<file path="src/rtl/enc_16by4_al_seq.sv">
// Sticky 16-request priority encoder: captures active-low requests into pend,
// grants the highest pending index and holds it until acked. All outputs come from flops.
module enc_16by4_al_seq (
  input  logic        clk,
  input  logic        rst_n,
  input  logic [15:0] a,
  input  logic        e,
  input  logic        ack,
  output logic [3:0]  Y,
  output logic        valid,
  output logic [15:0] pend
);

  typedef enum logic {IDLE, GRANT} state_t;

  state_t      state_q, state_d;
  logic [15:0] pend_q, pend_d;
  logic [3:0]  y_q, y_d;
  logic        valid_q, valid_d;
  logic [3:0]  top_idx;

  // Ascending scan so the highest set index is the last assignment to stick.
  always_comb begin
    top_idx = 4'd0;
    for (int i = 0; i < 16; i++) begin
      if (pend_q[i]) top_idx = 4'(i);
    end
  end

  always_comb begin
    state_d = state_q;
    pend_d  = pend_q;
    y_d     = y_q;
    valid_d = valid_q;

    case (state_q)
      IDLE: begin
        valid_d = 1'b0;
        if (pend_q != 16'h0000) begin
          y_d     = top_idx;
          valid_d = 1'b1;
          state_d = GRANT;
        end
      end
      GRANT: begin
        if (ack) begin
          pend_d[y_q] = 1'b0;
          valid_d     = 1'b0;
          state_d     = IDLE;
        end
      end
      default: state_d = IDLE;
    endcase

    // Capture is applied after the ack clear so a live request wins.
    if (!e) pend_d = pend_d | ~a;
  end

  always_ff @(posedge clk or negedge rst_n) begin
    if (!rst_n) begin
      state_q <= IDLE;
      pend_q  <= 16'h0000;
      y_q     <= 4'd0;
      valid_q <= 1'b0;
    end else begin
      state_q <= state_d;
      pend_q  <= pend_d;
      y_q     <= y_d;
      valid_q <= valid_d;
    end
  end

  assign Y     = y_q;
  assign valid = valid_q;
  assign pend  = pend_q;

endmodule

</file>
<file path="config.mk">
export PLATFORM = sky130hd
export DESIGN_NAME = enc_16by4_al_seq
export DESIGN_NICKNAME = d
export VERILOG_FILES = /design/src/rtl/enc_16by4_al_seq.sv
export SDC_FILE = /design/constraint.sdc
export NUM_CORES = 1
export LEC_CHECK = 0
export BUFFER_PORTS_ARGS = -buffer_cell sky130_fd_sc_hd__buf_2
export CELL_PAD_IN_SITES_DETAIL_PLACEMENT = 0
export CELL_PAD_IN_SITES_GLOBAL_PLACEMENT = 2
export CORE_MARGIN = 3
export CORE_UTILIZATION = 29
export CTS_CLUSTER_DIAMETER = 60
export DETAILED_ROUTE_END_ITERATION = 10
export GPL_ROUTABILITY_DRIVEN = 0
export PLACE_DENSITY_LB_ADDON = 0.1
export SYNTH_ARGS = -nofsm -noshare
export SYNTH_HDL_FRONTEND = slang
export SYNTH_SLANG_ARGS = --single-unit
</file>
<file path="constraint.sdc">
create_clock -name clk -period 3.3 [get_ports clk]
set_input_delay 0.99 -clock clk [delete_from_list [all_inputs] [get_ports clk]]
set_output_delay 0.99 -clock clk [all_outputs]
set_load 0.05 [all_outputs]
</file>
# == Word level (Yosys, flattened, before mapping) ==
# Index checks and enable logic that the tools add are counted.
# op_classes
div_mod_pow,0
add_sub_neg,0
n_reduce_logical,3
muxes,25
eq_ne,1
magnitude_cmp,2
bitwise_logic,5
shift,0
mul,0
# ops
operator,count
2-to-1 mux 4 bit,14
2-to-1 mux 16 bit,3
NOT 16 bit,2
AND 16 bit,1
bitwise OR 16 bit,1
nonzero test 16 bit,1
< comparator 4 x 5 -> 1 bit (second input constant),1
2-to-1 mux 1 bit,5
demux 1 bit (select 4 bit),1
>= comparator 4 x 1 -> 1 bit (second input constant),1
case mux 1 bit (2 select lines),2
!= test 2 bit (second input constant),1
AND reduction 2 bit,1
logical AND 1 bit,1
NOT 1 bit,1
# totals
n_memories,0
elab_cells,40
ramBits,0
register_bits,22
latch_bits,0
output_inout_bits,21
rom_bits,0
inputBits,20

# == Depth between registers and ports, before layout ==
# Gate-level depths: netlist of the first run.
# logic_depth
depth_word,15
ltp_mapped,6
ltp_nobuf,5

# == Least setup slack after synthesis of the first run ==
# OpenSTA, ideal clock, no wires.
# synth_path
path_kind,register -> register
start,"reg pend_q[7], in the netlist pend[7]"
end,"reg y_q[0], in the netlist Y[0]"
required_time_ns,3.179
arrival_ns,1.606
path_buffers,0
setup_time_ns,0.121
stages_incl_launch_ff,5
path_slack_ns,1.572
synth_period_minus_slack_ns,1.728
path_cell_list,dfrtp_1 or4_4 nor2_4 a21oi_4 o22a_1
# synth_between
elab_chain_cells,9
word_cells_on_any_way,11
classes_between,mux (9); reduce/logical (2)
# synth_lines
element,line_no,source
from (decl),17,"logic [15:0] pend_q, pend_d;"
from (signal assigned),67,pend_q <= pend_d;
2-to-1 mux 4 bit (9 in series),26,if (pend_q[i]) top_idx = 4'(i);
to (signal assigned),68,y_q <= y_d;
to (decl),18,"logic [3:0] y_q, y_d;"
# Several ways; a longest one is shown, not always the timed one.
# A chain may end at the register's enable or synchronous reset.

# == Worst setup path in the final report of the first run ==
# layout_path
start,"reg pend_q[8], in the netlist pend[8]"
end,out pend[8]
# layout_lines
element,line_no,source
to (decl),11,output logic [15:0] pend
# No word-level cell between the ends.

==> impl_metrics.ini, run 1 <==
[finish]
fill_cells = 335
post_route_cells_drive_above_1_share = 0.3636
multi_input_comb_area_sq_um = 437.9
utilization = 0.4063
fin_nets = 164
seq_area_sq_um = 550.5
flow.area_growth_from_synthesis_pct = 28.04
antennaDiodeCount = 0

[pwr]
power.switching_fraction = 0.4476
power_report.internal_total_uw = 466.6
power.leakage_uw = 0.0004811
p_switching_uw = 378.2
share_comb_of_total_power = 0.377
pwr_density_cell_nw_per_um2 = 654.3
fraction_of_power_consumed_by_the_clock_network = 0.175
design_power_total_uw = 844.8
max-vdd-ir-drop_mv = 0.2023
power.share.sequential = 0.448

[cts]
cts.root.buffer_cell = clkbuf_4
worst_skew_late_latency_ps = 300
cts.htree.levels = 1
post_cts.resized_instances = 0
cts_hold_buffers_added = 0
clock_path_buffers = 2
clk_transition_reported_paths_ps = 120
cts_buffers = 3
tritoncts_clock_tree = built
cts_sinks = 22
cts.repair_timing.setup_buffer_count = 0

[critical_path]
worst_path_dominant_cell_family = flip-flops
worst-path-max-fanout = 7
critical_path.startpoint = pend[8]$_DFF_PN0_
r2r_start = pend[6]$_DFF_PN0_
crit_cells = 1
crit_path_start_kind = flip-flop
rr_worst_depth = 4
timing.critical_path.buf_inv = 1
critical_path.max_stage_delay_ps = 490
kind_of_capture_point_of_the_worst_setup_path = output pin
crit-reg2reg-capture = Y[0]$_DFFE_PN0P_
worstSetupPathType = flip-flop to output pin
timing.critical_path.required_ps = 2310
endpoint = pend[8]
worstPathCellList = buf_2
rrSetupSlack_ps = 1720
crit_slowest_cell = dfrtp_1
critPathArrivalTime_ps = 1100

[synth]
async_flop_share = 1.000
ys_dominant_reg_cell = dfrtp_1
yosysMostFrequentCell = o21ai_0
sequential_cell_area_fraction_in_the_yosys_report = 0.5459
synth.cells.most_frequent = o21ai_0 (36), dfrtp_1 (22), nor2_1 (8), nand2_1 (4)
synth-warning-count = 0
mappedNetlistNets = 121
syn-cell-area_sq_um = 1008
synth_seq_cells = 22
netlist_instances = 101
synth.lib_cells_used.distinct = 29
post-synth-top-area-cell = dfrtp_1
postSynthAreaPerCell_sq_um = 9.985
top_cells_by_area_in_the_synthesized_netlist = dfrtp_1 (55%), o21ai_0 (18%), nor2_1 (3.0%)
synth_top_area_frac = 0.5459
synth_edf_count = 0

[timing]
finalHoldViolCount = 0
slew_headroom = 0.6610
fmax_mhz = 478.4
timing_max_transition_violations_final = 0
setup_viol = 0
layout_min_cycle_time_ps = 2090
min_period_over_period = 0.6335
fin_worst_hold_slack_ps = 527.2
rsz0062_at_grt = no
max_slew.worst_pin.slew_ps = 508.5
finalSetupTns_ps = 0
fin_worst_skew_ps = 4.176

[floorplan]
total_die_area_sq_um = 4221
rows = 20
fp.dieH_um = 64.97
coreArea_sq_um = 3178
initial_core_util = 0.3173
horiz_die_dim_um = 64.97
design.portCount = 41

[placement]
dp_hpwl_mm = 2.163
placement.io_buffers = 40

[global_routing]
gr-total-overflow = 0
gr-usage-all-layers = 0.1447
antenna_violations_before_repair = 0
maximum_number_of_pins_on_one_net_before_global_route_repair = 23
vias_in_the_first_global_route = 937
grt_first_pass_wirelength_mm = 4.609

[routing]
drt_first_iter_violations = 34
via_count = 932
drt-vias-per-instance = 4.984
routedWlPerCell_um = 15.19
drc_errors = 0
drt-pass1-iter-count = 4
routed_wirelength_mm = 2.841
drtAntennaViolNets = 0

[min_path]
hold_path_startpoint = valid$_DFFE_PN0P_
hold_class = flip-flop to flip-flop

[outcome]
run_status = finished clean

[run]
max_cap_violations = 0
[stage by stage]
stage / cell area [sq um] / setup slack (ps) / cells
2_1_floorplan: 1008 / 1572 / 101
3_3_place_gp: 1255 / 1355 / 183
3_5_place_dp: 1255 / 1312 / 183
4_1_cts: 1291 / 1201 / 187
5_1_grt: 1291 / 1152 / 187
6_report: 1291 / 1210 / 187
[per-layer routing]
metal / track usage / up-vias / routed length (um)
li1: - / 459 / -
met1: 0.1849 / 442 / 1248
met2: 0.2235 / 29 / 1337
met3: 0.05893 / 2 / 236
met4: 0.04222 / 0 / 19
met5: 0 / - / 0
[placed cells by master, fill, tap and decap left out, types with 2 or more instances in the layout]
| cell | n |
|---|---|
| a21oi_1 | 2 |
| buf_2 | 40 |
| clkbuf_4 | 3 |
| dfrtp_1 | 22 |
| inv_1 | 3 |
| nand2_1 | 4 |
| nand2b_1 | 3 |
| nor2_1 | 8 |
| o21ai_0 | 36 |
| or4_4 | 2 |
[how the worst min path moves through the flow]
stage,slack [ps],to,cells after the start
detailed placement,510,valid$_DFFE_PN0P_,1
global route,550,valid$_DFFE_PN0P_,1
finish,530,valid$_DFFE_PN0P_,1
floorplan,600,Y[3]$_DFFE_PN0P_,2
CTS,540,valid$_DFFE_PN0P_,1
global placement,490,valid$_DFFE_PN0P_,1
[state kept, by name (all words and copies together), names as in the netlist]
name	count
pend	16
Y	4
state_q	1
valid	1
[cells by family (layout without fill, tap and decap cells)]
| group | after synthesis | in the layout | synth area share |
|---|---|---|---|
| AOI/OAI and AO/OA | 48 | 48 | 0.2854 |
| and+or+nand+nor | 26 | 26 | 0.1489 |
| DFF | 22 | 22 | 0.5459 |
| buffers and inverters | 5 | 47 | 0.01984 |
[cell type report]
cell class	instances	area share
Sequential cell	22	0.4264
Multi-Input combinational cell	74	0.3391
Timing Repair Buffer	40	0.1550
Tap cell	44	0.04264
Clock buffer	4	0.02810
Inverter	3	0.008721
[power by group through the flow]
stage               sequential [uW]  clock, uW  combinational (uW)
finish                          378        148                 318
global route                    387        169                 346
detailed placement              386          0                 322
CTS                             380        155                 322
floorplan                       505          0                 105
global placement                382          0                 323
Power figures use the tool's default switching activity.
==> run 2: changes to the inputs <==
Settings changed: ABC_AREA set to 1, CORE_UTILIZATION 29 to 26.
Clock period 3.3 ns to 2.2 ns, I/O delays scaled along.
==> impl_metrics.ini, run 2 <==
[synth]
synth-warning-count = 0
synth_top_area_frac = 0.5219
mappedNetlistNets = 151
syn-cell-area_sq_um = 1055
ys_dominant_reg_cell = dfrtp_1
yosysMostFrequentCell = o21ai_0
post-synth-top-area-cell = dfrtp_1
synth.lib_cells_used.distinct = 20
async_flop_share = 1.000
netlist_instances = 131
postSynthAreaPerCell_sq_um = 8.052
sequential_cell_area_fraction_in_the_yosys_report = 0.5219
synth_edf_count = 0
top_cells_by_area_in_the_synthesized_netlist = dfrtp_1 (52%), o21ai_0 (15%), nand2_1 (9.3%)
synth.cells.most_frequent = o21ai_0 (31), nand2_1 (26), dfrtp_1 (22), inv_1 (18), nor2_1 (10)
synth_seq_cells = 22

[critical_path]
critical_path.max_stage_delay_ps = 430
worstSetupPathType = flip-flop to output pin
worstPathCellList = buf_2
worst_path_dominant_cell_family = flip-flops
critPathArrivalTime_ps = 980
crit_path_start_kind = flip-flop
timing.critical_path.buf_inv = 1
rr_worst_depth = 15
rrSetupSlack_ps = 830
r2r_start = pend[2]$_DFF_PN0_
crit-reg2reg-capture = Y[0]$_DFFE_PN0P_
crit_slowest_cell = dfrtp_1
timing.critical_path.required_ps = 1540
worst-path-max-fanout = 5
kind_of_capture_point_of_the_worst_setup_path = output pin
critical_path.startpoint = Y[1]$_DFFE_PN0P_

[pwr]
power.leakage_uw = 0.0006343
max-vdd-ir-drop_mv = 0.7756
fraction_of_power_consumed_by_the_clock_network = 0.181
p_switching_uw = 797.2
power.switching_fraction = 0.4887
share_comb_of_total_power = 0.449
power.share.sequential = 0.370
power_report.internal_total_uw = 834.0
pwr_density_cell_nw_per_um2 = 1194

[timing]
max_slew.worst_pin.slew_ps = 519.3
post-route-worst-setup-slack_ps = 556.9
finalSetupTns_ps = 0
slew_headroom = 0.6538
fmax_mhz = 608.6
setup_viol = 0
rsz0062_at_grt = no
timing_max_transition_violations_final = 0
layout_min_cycle_time_ps = 1643
finalHoldViolCount = 0
fin_worst_skew_ps = 4.256
min_period_over_period = 0.7469

[finish]
multi_input_comb_area_sq_um = 424.2
largest_register_ffs = 16
antennaDiodeCount = 0
seq_area_sq_um = 550.5
fin_nets = 195
flow.area_growth_from_synthesis_pct = 29.54
mostFrequentLayoutCell = buf_2
fill_cells = 408
post_route_cells_drive_above_1_share = 0.3046
utilization = 0.3623
layout.cells.most_common_list = buf_2 (40), o21ai_0 (31), nand2_1 (26), dfrtp_1 (22), inv_1 (18)

[global_routing]
vias_in_the_first_global_route = 1077
gr-total-overflow = 0
gr-usage-all-layers = 0.1361
antenna_violations_before_repair = 0
maximum_number_of_pins_on_one_net_before_global_route_repair = 23
grt_first_pass_wirelength_mm = 5.216

[floorplan]
initial_core_util = 0.2797
fp.dieH_um = 69.69
design.portCount = 41
horiz_die_dim_um = 69.69
total_die_area_sq_um = 4857
coreArea_sq_um = 3771
rows = 22

[cts]
tritoncts_clock_tree = built
cts.htree.levels = 1
cts_hold_buffers_added = 0
cts.repair_timing.setup_buffer_count = 0
post_cts.resized_instances = 0
cts_sinks = 22
clk_transition_reported_paths_ps = 80
worst_skew_late_latency_ps = 260
clock_path_buffers = 2
cts.root.buffer_cell = clkbuf_8
cts_buffers = 3

[routing]
routedWlPerCell_um = 14.07
routed_wirelength_mm = 3.124
drt-pass1-iter-count = 4
drt-vias-per-instance = 4.626
drtAntennaViolNets = 0
drc_errors = 0
drt_first_iter_violations = 33
via_count = 1027

[placement]
dp_hpwl_mm = 2.442
post-place-ws_ps = 773.5
placement.io_buffers = 40

[run]
max_cap_violations = 0

[min_path]
hold_class = input pin to async pin

[outcome]
run_status = finished clean
-- run 2: power groups by stage --
stage / combinational (uW) / sequential (uW) / clock, uW
after floorplan: 251 / 886 / 0
final: 732 / 603 / 295
after CTS: 740 / 604 / 301
after global placement: 743 / 612 / 0
after global routing: 804 / 623 / 321
after detailed placement: 738 / 611 / 0
-- run 2: layer usage --
layer,wire length [um],vias to the layer above,GRT usage
li1,-,515,-
met1,1540,475,0.1868
met2,1388,35,0.2140
met3,176,2,0.03623
met4,18,0,0.03191
met5,0,-,0
-- run 2: cell type report --
type / instances / area share
Tap cell: 48 / 0.04396
Sequential cell: 22 / 0.4029
Inverter: 20 / 0.05586
Multi-Input combinational cell: 88 / 0.3104
Clock buffer: 4 / 0.04029
Timing Repair Buffer: 40 / 0.1465
-- run 2: cell families (layout without fill, tap and decap cells) --
logic type	Yosys count	count (layout)	share of synthesized area
buffers and inverters	21	64	0.07590
AO/OA/AOI/OAI	42	42	0.2171
flip-flops	22	22	0.5219
AND/OR/NAND/NOR	46	46	0.1851
-- run 2: stage by stage --
stage | hold slack [ps] | instances | instance area, sq um | total power, uW
2_1_floorplan | 364.4 | 131 | 1055 | 1137
3_5_place_dp | 480.7 | 218 | 1311 | 1349
5_1_grt | 394.7 | 222 | 1366 | 1748
6_report | 361.4 | 222 | 1366 | 1631
3_3_place_gp | 472.2 | 218 | 1311 | 1355
4_1_cts | 378.9 | 222 | 1366 | 1645
-- run 2: worst max-delay path by stage --
| stage | to | depth (start not counted) |
|---|---|---|
| final | Y[1] | 1 |
| after global routing | Y[1] | 1 |
| after CTS | Y[1] | 1 |
| after detailed placement | pend[0]$_DFF_PN0_ | 4 |
| after global placement | pend[9]$_DFF_PN0_ | 4 |
| after floorplan | Y[0]$_DFFE_PN0P_ | 15 |
==> run 3: changes to the inputs <==
Settings changed: ABC_AREA 1 to 0, CORE_UTILIZATION 26 to 27.
Clock period 2.2 ns to 1.6 ns, I/O delays scaled along.
==> impl_metrics.ini, run 3 (synthesis results as in run 1) <==
[outcome]
run_status = finished clean

[finish]
fin_nets = 169
stdcell_count = 194
flow.area_growth_from_synthesis_pct = 34.86
antennaDiodeCount = 0
post_route_cells_drive_above_1_share = 0.4324
mostFrequentLayoutCell = buf_2
layout.cells.most_common_list = buf_2 (40), o21ai_0 (36), dfrtp_1 (16), nor2_1 (7), dfrtp_2 (6)
largest_register_ffs = 16
utilization = 0.3921

[cts]
cts.root.buffer_cell = clkbuf_8
worst_skew_late_latency_ps = 260
cts_buffers = 3
cts.htree.levels = 1
tritoncts_clock_tree = built
clk_transition_reported_paths_ps = 80
cts_sinks = 22
clock_path_buffers = 2
cts_hold_buffers_added = 0

[timing]
fin_worst_skew_ps = 2.949
timing_max_transition_violations_final = 0
fin_worst_hold_slack_ps = 177.0
min_period_over_period = 0.9612
layout_min_cycle_time_ps = 1538
slew_headroom = 0.6584
finalHoldViolCount = 0
setup_viol = 0
fmax_mhz = 650.3
rsz0062_at_grt = no
max_slew.worst_pin.slew_ps = 512.4

[min_path]
hold_class = input pin to async pin

[floorplan]
horiz_die_dim_um = 67.12
coreArea_sq_um = 3468
total_die_area_sq_um = 4504
rows = 21
initial_core_util = 0.2908
design.portCount = 41
fp.dieH_um = 67.12

[routing]
routedWlPerCell_um = 15.92
drtAntennaViolNets = 0
drt-pass1-iter-count = 4
drc_errors = 0
routed_wirelength_mm = 3.088
drt_first_iter_violations = 54
via_count = 941
drt-vias-per-instance = 4.851

[critical_path]
crit_slowest_cell = or4_4
worstSetupPathType = flip-flop to flip-flop
worst-path-max-fanout = 8
crit_path_start_kind = flip-flop
kind_of_capture_point_of_the_worst_setup_path = flip-flop
timing.critical_path.required_ps = 1760
critical_path.max_stage_delay_ps = 560
critPathArrivalTime_ps = 1700
worstPathCellList = or4_4, nor2_4, a21oi_4, o22a_1
rr_worst_depth = 4

[pwr]
max-vdd-ir-drop_mv = 0.5352
pwr_density_cell_nw_per_um2 = 1390
power.leakage_uw = 0.0005089
design_power_total_uw = 1890

[placement]
placement.io_buffers = 40
dp_hpwl_mm = 2.259
numPlacedInstances = 189

[global_routing]
antenna_violations_before_repair = 0
gr-total-overflow = 0
vias_in_the_first_global_route = 967
maximum_number_of_pins_on_one_net_before_global_route_repair = 23
gr-usage-all-layers = 0.1507
grt_first_pass_wirelength_mm = 4.974

[run]
max_cap_violations = 0
-- run 3: area by class of cell --
type	count	area, sq um
Clock buffer	4	55.05
Fill cell	402	2108
Inverter	3	11.26
Multi-Input combinational cell	74	440.4
Sequential cell	22	558.0
Tap cell	46	57.56
Timing Repair Buffer	45	237.7
-- run 3: report_power, final --
group | switching [uW] | total [uW] | leakage, uW | internal (uW)
combinational | 522 | 712 | 0.000277 | 190
sequential | 112 | 769 | 0.000204 | 658
clock | 190 | 410 | 0.0000288 | 220
-- run 3: path summary, 6_finish.rpt --
path	start	slack, ps	to
setup / recovery	pend[1]$_DFF_PN0_	60	Y[0]$_DFFE_PN0P_
hold / removal	rst_n	180	pend[2]$_DFF_PN0_
setup reg to reg	pend[1]$_DFF_PN0_	60	Y[0]$_DFFE_PN0P_
hold reg to reg	valid$_DFFE_PN0P_	520	valid$_DFFE_PN0P_
max in group asynchronous	rst_n	1050	pend[6]$_DFF_PN0_
min in group clk	a[1]	370	pend[1]$_DFF_PN0_
-- run 3: metal layers --
metal	vias up	global-route usage	wire, um
met1	439	0.2152	1489
met2	31	0.2331	1400
met5	-	0	0
met3	0	0.04216	198
met4	0	0.01519	0
li1	471	-	-
-- run 3: metrics by stage --
stage / area [sq um] / worst slack (ps) / TNS [ps]
2_1_floorplan: 1016 / -7.601 / -7.601
3_3_place_gp: 1295 / 69.84 / 0
3_5_place_dp: 1295 / 68.64 / 0
4_1_cts: 1350 / 52.85 / 0
5_1_grt: 1360 / 3.831 / 0
6_report: 1360 / 62.14 / 0
-- run 3: worst max-delay path, delay by kind of cell (launching register included) --
| family | cells | cell delay (ps) |
|---|---|---|
| AOI/OAI and AO/OA | 2 | 300 |
| and+or+nand+nor | 2 | 710 |
| DFF | 1 | 430 |
-- run 3: timing repair --
item | in CTS | in global routing
endpoints found under the hold margin | 0 | 0
gates resized for setup | 0 | 1
setup endpoints to repair | 0 | 1
buffers inserted | 0 | 1
